**src/rtl/operand_register_file.sv**
```systemverilog
// operand_register_file: four general registers (R1-R4) and four optional
// scratch registers (S1-S4) that feed the ALU A and B operand inputs.
// One FunSel operation is applied per clock to every register whose enable
// is set; the two read ports are purely combinational.
// Optional feature macro: SCRATCH_REGS_EN (defined = S1-S4 implemented;
// undefined = ScrSel ignored and scratch read selects return 0).
module operand_register_file #(
    parameter int WIDTH = 32
) (
    input  logic             Clock,
    input  logic             Reset,
    input  logic [WIDTH-1:0] I,
    input  logic [2:0]       FunSel,
    input  logic [3:0]       RegSel,
    input  logic [3:0]       ScrSel,
    input  logic [2:0]       OutASel,
    input  logic [2:0]       OutBSel,
    output logic [WIDTH-1:0] OutA,
    output logic [WIDTH-1:0] OutB
);

    // Byte and half-word lane masks; the partial loads need WIDTH >= 16.
    localparam logic [WIDTH-1:0] LOW8_MASK  = WIDTH'(8'hFF);
    localparam logic [WIDTH-1:0] LOW16_MASK = WIDTH'(16'hFFFF);
    localparam logic [WIDTH-1:0] ONE        = WIDTH'(1);

    // Next value of one register for the current FunSel, from its own value.
    function automatic logic [WIDTH-1:0] apply_op(
        input logic [WIDTH-1:0] cur,
        input logic [2:0]       fun,
        input logic [WIDTH-1:0] din
    );
        logic [WIDTH-1:0] result;
        result = cur;
        case (fun)
            3'b000: result = cur - ONE;
            3'b001: result = cur + ONE;
            3'b010: result = din;
            3'b011: result = '0;
            3'b100: result = din & LOW8_MASK;
            3'b101: result = (cur & ~LOW8_MASK) | (din & LOW8_MASK);
            3'b110: result = (cur & ~LOW16_MASK) | (din & LOW16_MASK);
            3'b111: result = {{(WIDTH-8){din[7]}}, din[7:0]};
            default: result = cur;
        endcase
        return result;
    endfunction

    logic [WIDTH-1:0] gen_value [4];
    logic [WIDTH-1:0] scr_value [4];

    // General registers R1-R4, one register per enable bit.
    generate
        for (genvar gi = 0; gi < 4; gi++) begin : g_gen_reg
            logic [WIDTH-1:0] value_reg;

            // Reset clears; otherwise apply FunSel when this register is enabled.
            always_ff @(posedge Clock) begin
                if (Reset) begin
                    value_reg <= '0;
                end else if (RegSel[gi]) begin
                    value_reg <= apply_op(value_reg, FunSel, I);
                end
            end

            assign gen_value[gi] = value_reg;
        end
    endgenerate

`ifdef SCRATCH_REGS_EN
    // Scratch registers S1-S4, identical behaviour under ScrSel.
    generate
        for (genvar gi = 0; gi < 4; gi++) begin : g_scr_reg
            logic [WIDTH-1:0] value_reg;

            // Reset clears; otherwise apply FunSel when this scratch is enabled.
            always_ff @(posedge Clock) begin
                if (Reset) begin
                    value_reg <= '0;
                end else if (ScrSel[gi]) begin
                    value_reg <= apply_op(value_reg, FunSel, I);
                end
            end

            assign scr_value[gi] = value_reg;
        end
    endgenerate
`else
    // Scratch bank absent: its read selects see zero and ScrSel is discarded.
    logic unused_scr_sel;
    assign unused_scr_sel = ^ScrSel;

    generate
        for (genvar gi = 0; gi < 4; gi++) begin : g_scr_zero
            assign scr_value[gi] = '0;
        end
    endgenerate
`endif

    // Read ports: bit 2 of the select chooses the scratch bank. No write bypass.
    always_comb begin
        OutA = '0;
        OutB = '0;
        if (OutASel[2]) begin
            OutA = scr_value[OutASel[1:0]];
        end else begin
            OutA = gen_value[OutASel[1:0]];
        end
        if (OutBSel[2]) begin
            OutB = scr_value[OutBSel[1:0]];
        end else begin
            OutB = gen_value[OutBSel[1:0]];
        end
    end

endmodule

```
**config.mk**
```make
export PLATFORM = sky130hd
export DESIGN_NAME = operand_register_file
export DESIGN_NICKNAME = d
export VERILOG_FILES = /design/src/rtl/operand_register_file.sv
export SDC_FILE = /design/constraint.sdc
export NUM_CORES = 1
export LEC_CHECK = 0
export CORE_MARGIN = 8
export CORE_UTILIZATION = 35
export DETAILED_ROUTE_END_ITERATION = 10
export PLACE_DENSITY_LB_ADDON = 0.12
export SLEW_MARGIN = 0
export SYNTH_ARGS = -nofsm -noshare
export SYNTH_HDL_FRONTEND = slang
export SYNTH_SLANG_ARGS = --single-unit
```
**constraint.sdc**
```tcl
create_clock -name Clock -period 9.1 [get_ports Clock]
set_input_delay 1.365 -clock Clock [delete_from_list [all_inputs] [get_ports Clock]]
set_output_delay 1.365 -clock Clock [all_outputs]
set_load 0.02 [all_outputs]
```
======== Yosys cells after proc, flatten, opt, wreduce, memory -nomap -nowiden ========
Index checks and enable logic that the tools add are counted.
W data, S select, Z words.
storage, ports and cells
  bits in registers ....................... 128
  input port bits ......................... 51
  output and inout port bits .............. 64
  logic and storage cells ................. 50
cells by class
  add/subtract/negate cells ............... 8
  $lt $le $gt $ge ......................... 2
  equal/unequal tests ..................... 7
  mux-type cells .......................... 18
  bitwise operators ....................... 10
  reductions and logical operators ........ 1
operator list
  operator                 count
  $pmux W32 S8             4
  $mux W32                 10
  $bmux W32 S2             4
  $add A32 B1 Y32 const B  4
  $or A32 B16 Y32          4
  $or A32 B8 Y32           4
  $sub A32 B1 Y32 const B  4
  $eq A3 B3 Y1 const B     4
  $eq A3 B2 Y1 const B     2
  $ge A3 B3 Y1 const B     2
  $not A2 Y3               2
  $eq A3 B1 Y1 const B     1
  $logic_not A3 Y1         1

======== Depth between registers and ports, before layout ========
Gate-level depths: netlist of the first run.
  depth in word-level cells ............... 5
  gate-level depth with buffers ........... 14
  gate-level depth less buffers ........... 13

======== Worst setup path before layout of the first run ========
Ideal clock, no wire load.
  kind .................................... input port to flip-flop
  start ................................... input FunSel[2]
  end ..................................... register g_gen_reg[3].value_reg[24]
  library setup time ...................... 0.075 ns
  data arrival time ....................... 7.200 ns
  data required time ...................... 9.025 ns
  slack ................................... 1.825 ns
  stages on the path ...................... 13
  path buffers ............................ 1
  path through ............................ clkbuf_1 > nor2_1 > nand2_1 > fa_1 > a21o_1 > a21o_1 > a2111oi_4 > o21ai_2 > a211oi_1 > a211oi_1 > o21ai_0 > mux2_2 > o21ai_0
on the way
  cells in the longest elaborated chain, start to end .. 2
  elaborated cells between the ends (all ways) .. 9
  those cells by class .................... eq/ne (7); mux (1); reduce/logical (1)
RTL lines
  element                               RTL line  source
  from (decl)                           13        input logic [2:0] FunSel,
  $eq A3 B3 Y1 (tied with other cells)  35        case (fun)
  $pmux W32 S8 (*)                      35
  to (signal assigned)                  62        value_reg <= apply_op(value_reg, FunSel, I);
  to (decl)                             55        logic [WIDTH-1:0] value_reg;
Mark *: on every way between the ends. The rest lies on a longest branch, timed or not.
A chain may end at the register's enable or synchronous reset.

======== Worst setup path in the final report of the first run ========
  start ................................... input FunSel[2]
  end ..................................... register g_gen_reg[2].value_reg[29]
on the way
  cells in the longest elaborated chain, start to end .. 2
  elaborated cells between the ends (all ways) .. 9
  those cells by class .................... eq/ne (7); mux (1); reduce/logical (1)
RTL lines
  element                               RTL line
  $eq A3 B3 Y1 (tied with other cells)  35
  $pmux W32 S8 (*)                      35
  to (signal assigned)                  62
  to (decl)                             55
Marks and branches as above.

==> reports/results.txt, run 1 <==
Core Util, Final = 0.408
most common cell in the netlist = a21oi_1
Via density = 5.92
count of different cell masters after synthesis = 78
Core Rows = 73
number of global-route vias before repair = 13300
VDD IR max = 0.120 mV
Initial DRT Pass Iterations = 5
Port Buf Inserts = 110
worst path cell trace = clkdlybuf4s50_1, nor2_4, nand2_4, buf_4, ha_1, a21oi_1, o21ai_0, a2111oi_0, o21bai_1, a21oi_1, o21bai_1, and4_1, nor4_1, o22ai_1
final setup fails = 0
largest net degree at the start of global routing = 71
CP required = 9.39 ns
core box area = 39500 um^2
# diodes = 0
Synth-to-Final Area Change = 15.6%
clock root buffer = clkbuf_16
Seq pwr share = 0.251
initial antenna violation count = 0
setup repair bufs after CTS = 0
first-pass GRT wire length = 78700 um
CTS Hold Bufs = 0
Starting DRT DRC Count = 887
crit path capture type = flop
ratio of cells with drive above 1 in the final layout = 0.0814
Synth async-reset ratio = 0
DRC errors left = 0
reg2reg start = g_gen_reg[1].value_reg[0]
area share of the largest cell type after synthesis = 0.184
crit path DAT = 6.29 ns
clock share of power = 0.253
Die Area = 46500 um^2
Clk Latency, worst-skew pair = 0.43 ns
most frequent cells after synthesis = a21oi_1 (182), nand2_1 (145), ha_1 (136), nor2_1 (130), dfxtp_1 (128)
Wirelength per Cell = 22.0 um
CP max FO = 70
gr usage total = 0.214
Worst slew margin = 0.246
r2r endpoint = g_gen_reg[1].value_reg[28]
GP Congestion = 0.890
total leakage power = 0.00663 uW
Max Freq = 166 MHz
crit path kind = primary input to flop
maxcap violations = 0
setup TNS = 0 ns
outcome = complete, no violations
Crit-path slowest cell = clkdlybuf4s50_1
Post-Syn Area = 13900 um^2
hold_sp = g_gen_reg[0].value_reg[8]
Final HPWL DP = 40100 um
Die Span Y = 216 um
number of gates resized after cts = 0
Slew Limit Fails = 0
post-route ant nets = 0
GR Overflow Total = 0
R2R depth = 11
Seq/Total Area, Yosys = 0.184
Final nets = 1973
I/O Pins = 115
FF-to-FF setup slack = 5.76 ns
Final Hold Viols = 0
Mean Syn Cell Area = 8.11 um^2
switching share of power = 0.407
worst clock skew = 0.0122 ns
hold worst-path end = g_gen_reg[0].value_reg[8]
total CTS buffers = 17
slowest stage delay, CP = 0.79 ns
Routed WL = 51100 um
Post-synth EDFFs = 0
Synthesis Warnings = 0
prevailing post-synth register cell = dfxtp_1
sw power = 1130 uW
syn_nets = 1911
Worst-path clk slew = 0.06 ns
RSZ-0062 raised after global routing = false
htree depth = 4
cell taking the most area after synthesis = dfxtp_1
Largest register FFs = 128
CTS Buffer Depth = 2
Int Pwr = 1640 uW
clk sinks = 128
die width = 216 um
Syn Inst Count = 1720
Startpoint Class = primary input
PwrDens = 172 nW/um^2
post-route minimum period = 6.01 ns
synth top area cells = dfxtp_1 (18%), ha_1 (12%), mux4_2 (10%), a21oi_1 (6.5%), o21ai_0 (4.3%)
combinational share of power = 0.496
worst min-delay path class = flop to flop
FF+latch count, synth = 128
worst hold path cell count = 2
final worst path period share = 0.660
Vias = 13700
Tightest Pin Transition = 1.13 ns
Initial Utilization = 0.353
CTS tree = done
layout make-up:
class | instances | area, um^2
Clock buffer | 25 | 495
Fill cell | 4036 | 23400
Sequential cell | 128 | 2560
Inverter | 34 | 128
Timing Repair Buffer | 134 | 1270
Multi-Input combinational cell | 1467 | 10900
Tap cell | 525 | 657
Clock inverter | 6 | 80.1
how the worst max path moves through the flow:
stage | from | end | slack (ns) | cells after the start
after floorplan | FunSel[2] | g_gen_reg[3].value_reg[24] | 1.82 | 13
after global placement | FunSel[2] | g_gen_reg[2].value_reg[29] | 2.70 | 14
after detailed placement | FunSel[2] | g_gen_reg[2].value_reg[29] | 2.67 | 14
after CTS | FunSel[2] | g_gen_reg[2].value_reg[29] | 3.12 | 14
after global routing | FunSel[2] | g_gen_reg[2].value_reg[31] | 2.69 | 14
final | FunSel[2] | g_gen_reg[2].value_reg[29] | 3.09 | 14
through the flow:
| step | area [um^2] | setup slack (ns) | std cells | hold slack, ns | power [uW] |
|---|---|---|---|---|---|
| global route | 16100 | 2.69 | 2319 | 0.519 | 2960 |
| CTS | 16100 | 3.12 | 2319 | 0.497 | 2780 |
| finish | 16100 | 3.09 | 2319 | 0.501 | 2770 |
| floorplan | 13900 | 1.82 | 1720 | 0.456 | 1700 |
| detailed placement | 15500 | 2.67 | 2288 | 0.483 | 2070 |
| global placement | 15500 | 2.70 | 2288 | 0.478 | 2060 |
kinds of logic (layout without fill, tap and decap cells):
kind of cell    after synthesis  count (layout)  share of synthesized area
fa+ha+maj                   140             140                      0.128
mux                          71              71                      0.109
xor+xnor                    101             101                     0.0634
compound gates              652             652                      0.309
simple gates                503             503                      0.174
buf+inv                     125             199                     0.0337
flops                       128             128                      0.184
power groups by stage:
stage	registers [uW]	clock network, uW	logic (uW)
2_1_floorplan	664	0	1040
3_3_place_gp	701	0	1360
3_5_place_dp	704	0	1360
4_1_cts	692	712	1370
5_1_grt	703	736	1520
6_report	695	700	1370
layout by cell type (no fill, tap or decap), types with 7 or more instances in the layout:
master,n
a211oi_1,34
a21o_1,76
a21oi_1,182
a22o_1,10
a22oi_1,28
a311oi_1,11
a31oi_1,16
and2_1,9
and3_1,11
and4_1,7
buf_4,24
clkbuf_16,17
clkdlybuf4s50_1,107
dfxtp_1,128
ha_1,136
inv_1,34
mux4_2,64
nand2_1,144
nand2b_1,19
nand3_1,35
nand4_1,11
nor2_1,129
nor2b_1,87
nor3_1,18
o211ai_1,20
o21a_1,14
o21ai_0,120
o21ai_1,9
o21bai_1,20
o221ai_1,21
o22ai_1,16
o31ai_1,9
or3_1,12
xnor2_1,53
xor2_1,48
routing by layer:
layer / up-vias / track usage / part of all wire
li1: 6665 / - / -
met1: 6689 / 0.308 / 0.49
met2: 335 / 0.334 / 0.44
met3: 48 / 0.0246 / 0.048
met4: 0 / 0.0554 / 0.020
met5: - / 0 / 0
critical path: cells and delay by family:
family          cells  cell delay (ns)
compound gates      7             1.51
fa+ha+maj           1             0.44
buf+inv             2             1.56
simple gates        4             1.27
(Power assumes the default switching activity.)
==> run 2: changes to the inputs <==
- clock period: 9.1 -> 6.2 ns (I/O delays scaled with it)
==> run 2 against run 1 <==
Non-clock buffer count is 4 higher. Clock power is 49% higher. Flip-flop and latch count stayed put. Combinational power is 47% higher. Cell count is 0.17% higher. Die area stayed put. Sequential power is 47% higher. First-iteration DRC count is 8.1% lower. Core utilization is 0.15 points higher. Worst hold slack worse by 0.0025 ns. Register-to-register slack worse by 2.9 ns. Highest routed layer unchanged.
==> reports/results.txt, run 2 (synthesis results as in run 1) <==
CP max FO = 20 (was 70)
Initial Utilization = 0.353 (unchanged)
CP delay by family, top = compound AO/OA/AOI/OAI gates (was buffers and inverters)
CTS Hold Bufs = 0 (unchanged)
setup TNS = 0 ns (unchanged)
setup repair bufs after CTS = 0 (unchanged)
clock root buffer = clkbuf_16 (unchanged)
worst clock skew = 0.0107 ns (was 0.0122 ns)
Core Rows = 73 (unchanged)
Initial DRT Pass Iterations = 5 (unchanged)
largest net degree at the start of global routing = 53 (was 71)
Worst slew margin = 0.251 (was 0.246)
GP Congestion = 0.926 (was 0.890)
DRC errors left = 0 (unchanged)
outcome = complete, no violations (unchanged)
VDD IR max = 0.207 mV (was 0.120 mV)
Place WS = 1.12 ns (was 2.67 ns)
Starting DRT DRC Count = 815 (was 887)
I/O Pins = 115 (unchanged)
commonest cells after routing, fill and taps aside = a21oi_1 (182), nand2_1 (144), ha_1 (136) (unchanged)
number of gates resized after cts = 0 (unchanged)
Startpoint Class = primary input (unchanged)
final worst path period share = 0.753
commonest non-fill, non-tap cell in the layout = a21oi_1 (unchanged)
core box area = 39500 um^2 (unchanged)
initial antenna violation count = 0 (unchanged)
die width = 216 um (unchanged)
crit path capture type = flop (unchanged)
RSZ-0062 raised after global routing = false (unchanged)
post-route ant nets = 0 (unchanged)
fin worst setup slack = 1.53 ns (was 3.09 ns)
first-pass GRT wire length = 77400 um (was 78700 um)
ratio of cells with drive above 1 in the final layout = 0.0829 (was 0.0814)
GR Overflow Total = 0 (unchanged)
Tightest Pin Transition = 1.12 ns (was 1.13 ns)
number of global-route vias before repair = 13200 (was 13300)
Final nets = 1977 (was 1973)
worst path cell trace = clkdlybuf4s50_1, nor2_4, nand2_4, buf_4, ha_1, o21ai_0, o21bai_1, o21ai_1, o41ai_1, o41a_1, a31o_1, xor2_1, a221oi_1, nor3_1 (was clkdlybuf4s50_1, nor2_4, nand2_4, buf_4, ha_1, a21oi_1, o21ai_0, a2111oi_0, o21bai_1, a21oi_1, o21bai_1, and4_1, nor4_1, o22ai_1)
PwrDens = 253 nW/um^2 (was 172 nW/um^2)
CP bufs+invs = 2 (unchanged)
gr usage total = 0.210 (was 0.214)
total leakage power = 0.00666 uW (was 0.00663 uW)
# diodes = 0 (unchanged)
htree depth = 4 (unchanged)
Largest register FFs = 128 (unchanged)
final setup fails = 0 (unchanged)
Final Hold Viols = 0 (unchanged)
post-route minimum period = 4.67 ns
Synth-to-Final Area Change = 16.0% (was 15.6%)
Worst-path clk slew = 0.06 ns (about the same)
Routed WL = 50800 um (was 51100 um)
total power = 4080 uW (was 2770 uW)
slowest stage delay, CP = 0.78 ns (was 0.79 ns)
Die Area = 46500 um^2 (unchanged)
crit path kind = primary input to flop (unchanged)
Final HPWL DP = 40100 um (about the same)
worst min-delay path class = flop to flop (unchanged)
Crit-path slowest cell = o41ai_1 (was clkdlybuf4s50_1)
Die Span Y = 216 um (unchanged)
maxcap violations = 0 (unchanged)
clk sinks = 128 (unchanged)
Fill cells = 3984 (was 4036)
crit path DAT = 4.96 ns (was 6.29 ns)
Max Freq = 214 MHz
Slew Limit Fails = 0 (unchanged)
Clk Latency, worst-skew pair = 0.43 ns (about the same)
CTS tree = done (unchanged)
CP required = 6.49 ns (was 9.39 ns)
Core Util, Final = 0.409 (was 0.408)
Wirelength per Cell = 21.9 um (was 22.0 um)
Vias = 13800 (was 13700)
total CTS buffers = 17 (unchanged)
DP Cell Count = 2292 (was 2288)
Port Buf Inserts = 110 (unchanged)
Finished Layout Cells = 2323 (was 2319)
CTS Buffer Depth = 2 (unchanged)
Via density = 5.92 (about the same)
## run 2: cell count changes in the layout (fill, tap and decap cells not counted)
cell       change
buf_12         +1
buf_4          +3
bufinv_16      +1
clkbuf_1       +1
clkbuf_8       -1
clkinv_2       -1
## run 2: layout make-up
class / instances / area, um^2 / share of cell area
clock buffer: 25 / 485 / 0.0300
multi-input combinational: 1467 / 10900 / 0.676
inverter: 34 / 128 / 0.00789
tap: 525 / 657 / 0.0406
clock inverter: 6 / 105 / 0.00650
timing repair buffer: 138 / 1310 / 0.0809
sequential: 128 / 2560 / 0.158
## run 2: per-layer routing
| metal | vias up | wire length, um | global-route usage | part of all wire |
|---|---|---|---|---|
| li1 | 6656 | - | - | - |
| met1 | 6669 | 24400 | 0.298 | 0.48 |
| met2 | 369 | 22700 | 0.334 | 0.45 |
| met3 | 56 | 2590 | 0.0220 | 0.051 |
| met4 | 0 | 991 | 0.0570 | 0.020 |
| met5 | - | 0 | 0 | 0 |
## run 2: worst min-delay path, delay by kind of cell, from the launching register on
kind | cells | cell delay (ns)
compound gates | 1 | 0.05
flops | 1 | 0.34
simple gates | 1 | 0.07
## run 2: power by group
part           total [uW]  switching [uW]  internal, uW  leakage [uW]
Clock                1040             383           660      0.000291
Sequential           1020             122           899       0.00105
Combinational        2020            1130           886       0.00532
## run 2: per-stage QoR
stage,hold WS [ns],instance area (um^2)
after floorplan,0.456,13900
after global placement,0.479,15600
after detailed placement,0.486,15600
after CTS,0.494,16200
after global routing,0.516,16200
final,0.498,16200
## run 2: worst paths after layout
| path | start | endpoint | slack (ns) | cells past startpoint |
|---|---|---|---|---|
| worst max-delay path | FunSel[2] | g_gen_reg[3].value_reg[23] | 1.53 | 14 |
| worst min-delay path | g_gen_reg[0].value_reg[11] | g_gen_reg[0].value_reg[11] | 0.50 | 2 |
| worst min register to register | g_gen_reg[0].value_reg[11] | g_gen_reg[0].value_reg[11] | 0.50 | 2 |
| worst max register to register | g_gen_reg[1].value_reg[0] | g_gen_reg[1].value_reg[28] | 2.88 | 11 |
==> run 3: changes to the inputs <==
- clock period: 6.2 -> 4.8 ns (I/O delays scaled with it)
==> run 3 against run 2 <==
Core utilization rose by 0.15 points. Clock power rose by 20%. Sequential power rose by 29%. Design area rose by 0.37%. Via count rose by 0.27%.
==> reports/results.txt, run 3 (synthesis results as in run 1) <==
initial antenna violation count = 1 (was 0)
Worst slew margin = 0.296 (was 0.251)
Initial Utilization = 0.353 (unchanged)
Clk Latency, worst-skew pair = 0.42 ns (was 0.43 ns)
Final Hold Viols = 0 (unchanged)
Final HPWL DP = 39800 um (was 40100 um)
I/O Pins = 115 (unchanged)
Largest register FFs = 128 (unchanged)
CP max FO = 43 (was 20)
post-route ant nets = 0 (unchanged)
CTS Buffer Depth = 2 (unchanged)
largest net degree at the start of global routing = 53 (unchanged)
setup TNS = 0 ns (unchanged)
crit path capture type = flop (unchanged)
GR Overflow Total = 0 (unchanged)
Vias = 13800 (about the same)
PwrDens = 320 nW/um^2 (was 253 nW/um^2)
commonest cells after routing, fill and taps aside = a21oi_1 (182), nand2_1 (144), ha_1 (136) (unchanged)
Post-Place Cell Area = 15700 um^2 (was 15600 um^2)
die width = 216 um (unchanged)
maxcap violations = 0 (unchanged)
Final Instance Area = 16200 um^2 (about the same)
GP Congestion = 0.916 (was 0.926)
post-route minimum period = 4.22 ns
outcome = complete, no violations (unchanged)
Initial DRT Pass Iterations = 5 (unchanged)
final setup fails = 0 (unchanged)
Synth-to-Final Area Change = 16.4% (was 16.0%)
core box area = 39500 um^2 (unchanged)
Port Buf Inserts = 110 (unchanged)
Die Area = 46500 um^2 (unchanged)
DP Cell Count = 2304 (was 2292)
Worst-path clk slew = 0.06 ns (about the same)
Via density = 5.90 (was 5.92)
CP required = 5.10 ns (was 6.49 ns)
number of gates resized after cts = 0 (unchanged)
number of global-route vias before repair = 13400 (was 13200)
clk sinks = 128 (unchanged)
Finished Layout Cells = 2335 (was 2323)
crit path DAT = 4.52 ns (was 4.96 ns)
Tightest Pin Transition = 1.04 ns (was 1.12 ns)
Wirelength per Cell = 21.4 um (was 21.9 um)
RSZ-0062 raised after global routing = false (unchanged)
Startpoint Class = primary input (unchanged)
# diodes = 0 (unchanged)
Fill cells = 4001 (was 3984)
VDD IR max = 0.233 mV (was 0.207 mV)
total CTS buffers = 17 (unchanged)
worst clock skew = 0.00887 ns (was 0.0107 ns)
Final nets = 1989 (was 1977)
crit path kind = primary input to flop (unchanged)
Routed WL = 50000 um (was 50800 um)
DRC errors left = 0 (unchanged)
htree depth = 4 (unchanged)
Max Freq = 237 MHz
first-pass GRT wire length = 77700 um (was 77400 um)
Die Span Y = 216 um (unchanged)
final worst path period share = 0.878
gr usage total = 0.210 (about the same)
worst min-delay path class = flop to flop (unchanged)
CTS tree = done (unchanged)
CTS Hold Bufs = 0 (unchanged)
clock root buffer = clkbuf_16 (unchanged)
commonest non-fill, non-tap cell in the layout = a21oi_1 (unchanged)
setup repair bufs after CTS = 0 (unchanged)
Starting DRT DRC Count = 1103 (was 815)
ratio of cells with drive above 1 in the final layout = 0.0901 (was 0.0829)
Core Rows = 73 (unchanged)
total leakage power = 0.00671 uW (was 0.00666 uW)
Slew Limit Fails = 0 (unchanged)
[run 3: changes by cell type in the layout (fill, tap and decap cells not counted)]
cell       previous run  this run
clkinv_2              3         5
buf_4                27        39
bufinv_16             3         1
clkbuf_8              3         5
clkbuf_1              5         3
[run 3: worst max-delay path: stages]
cell and delay [ns]:
clkdlybuf4s50_1 0.60, nor2_4 0.08, nand2_4 0.20, buf_12 0.27, ha_1 0.32, nor2b_1 0.15
o21a_1 0.20, o21a_1 0.20, o21bai_1 0.23, a21oi_1 0.13, o41ai_1 0.70, nand2_1 0.19
xor2_1 0.19, a221o_1 0.32
[run 3: stage by stage]
step	total power, uW	util	hold slack [ns]	setup WS (ns)
global placement	3910	0.396	0.480	0.208
detailed placement	3930	0.396	0.488	0.245
floorplan	3220	-	0.456	0.233
global route	5560	0.410	0.533	0.482
finish	5200	0.410	0.503	0.584
CTS	5200	0.410	0.503	0.678
[run 3: path summary, 6_finish.rpt]
| check | from | endpoint | slack [ns] | cells after the start |
|---|---|---|---|---|
| max | FunSel[1] | g_gen_reg[0].value_reg[24] | 0.58 | 14 |
| min | g_gen_reg[0].value_reg[8] | g_gen_reg[0].value_reg[8] | 0.50 | 2 |
| max reg2reg | g_gen_reg[1].value_reg[0] | g_gen_reg[1].value_reg[28] | 1.45 | 11 |
| min reg2reg | g_gen_reg[0].value_reg[8] | g_gen_reg[0].value_reg[8] | 0.50 | 2 |
[run 3: metal layers]
metal  track usage  vias to the layer above  wire (um)
li1              -                     6710          -
met5             0                        -          0
met4        0.0567                        0        950
met1         0.299                     6656      24300
met3        0.0207                       52       2230
met2         0.334                      369      22600
[run 3: layout make-up]
class,count,area [um^2],area share
Clock buffer,25,505,0.0311
Clock inverter,6,55.1,0.00339
Inverter,34,128,0.00786
Multi-Input combinational cell,1467,10900,0.673
Sequential cell,128,2560,0.158
Tap cell,525,657,0.0405
Timing Repair Buffer,150,1400,0.0862
[run 3: power by group]
group	switching (uW)	internal [uW]
Sequential	155	1160
Clock	481	774
Combinational	1480	1150
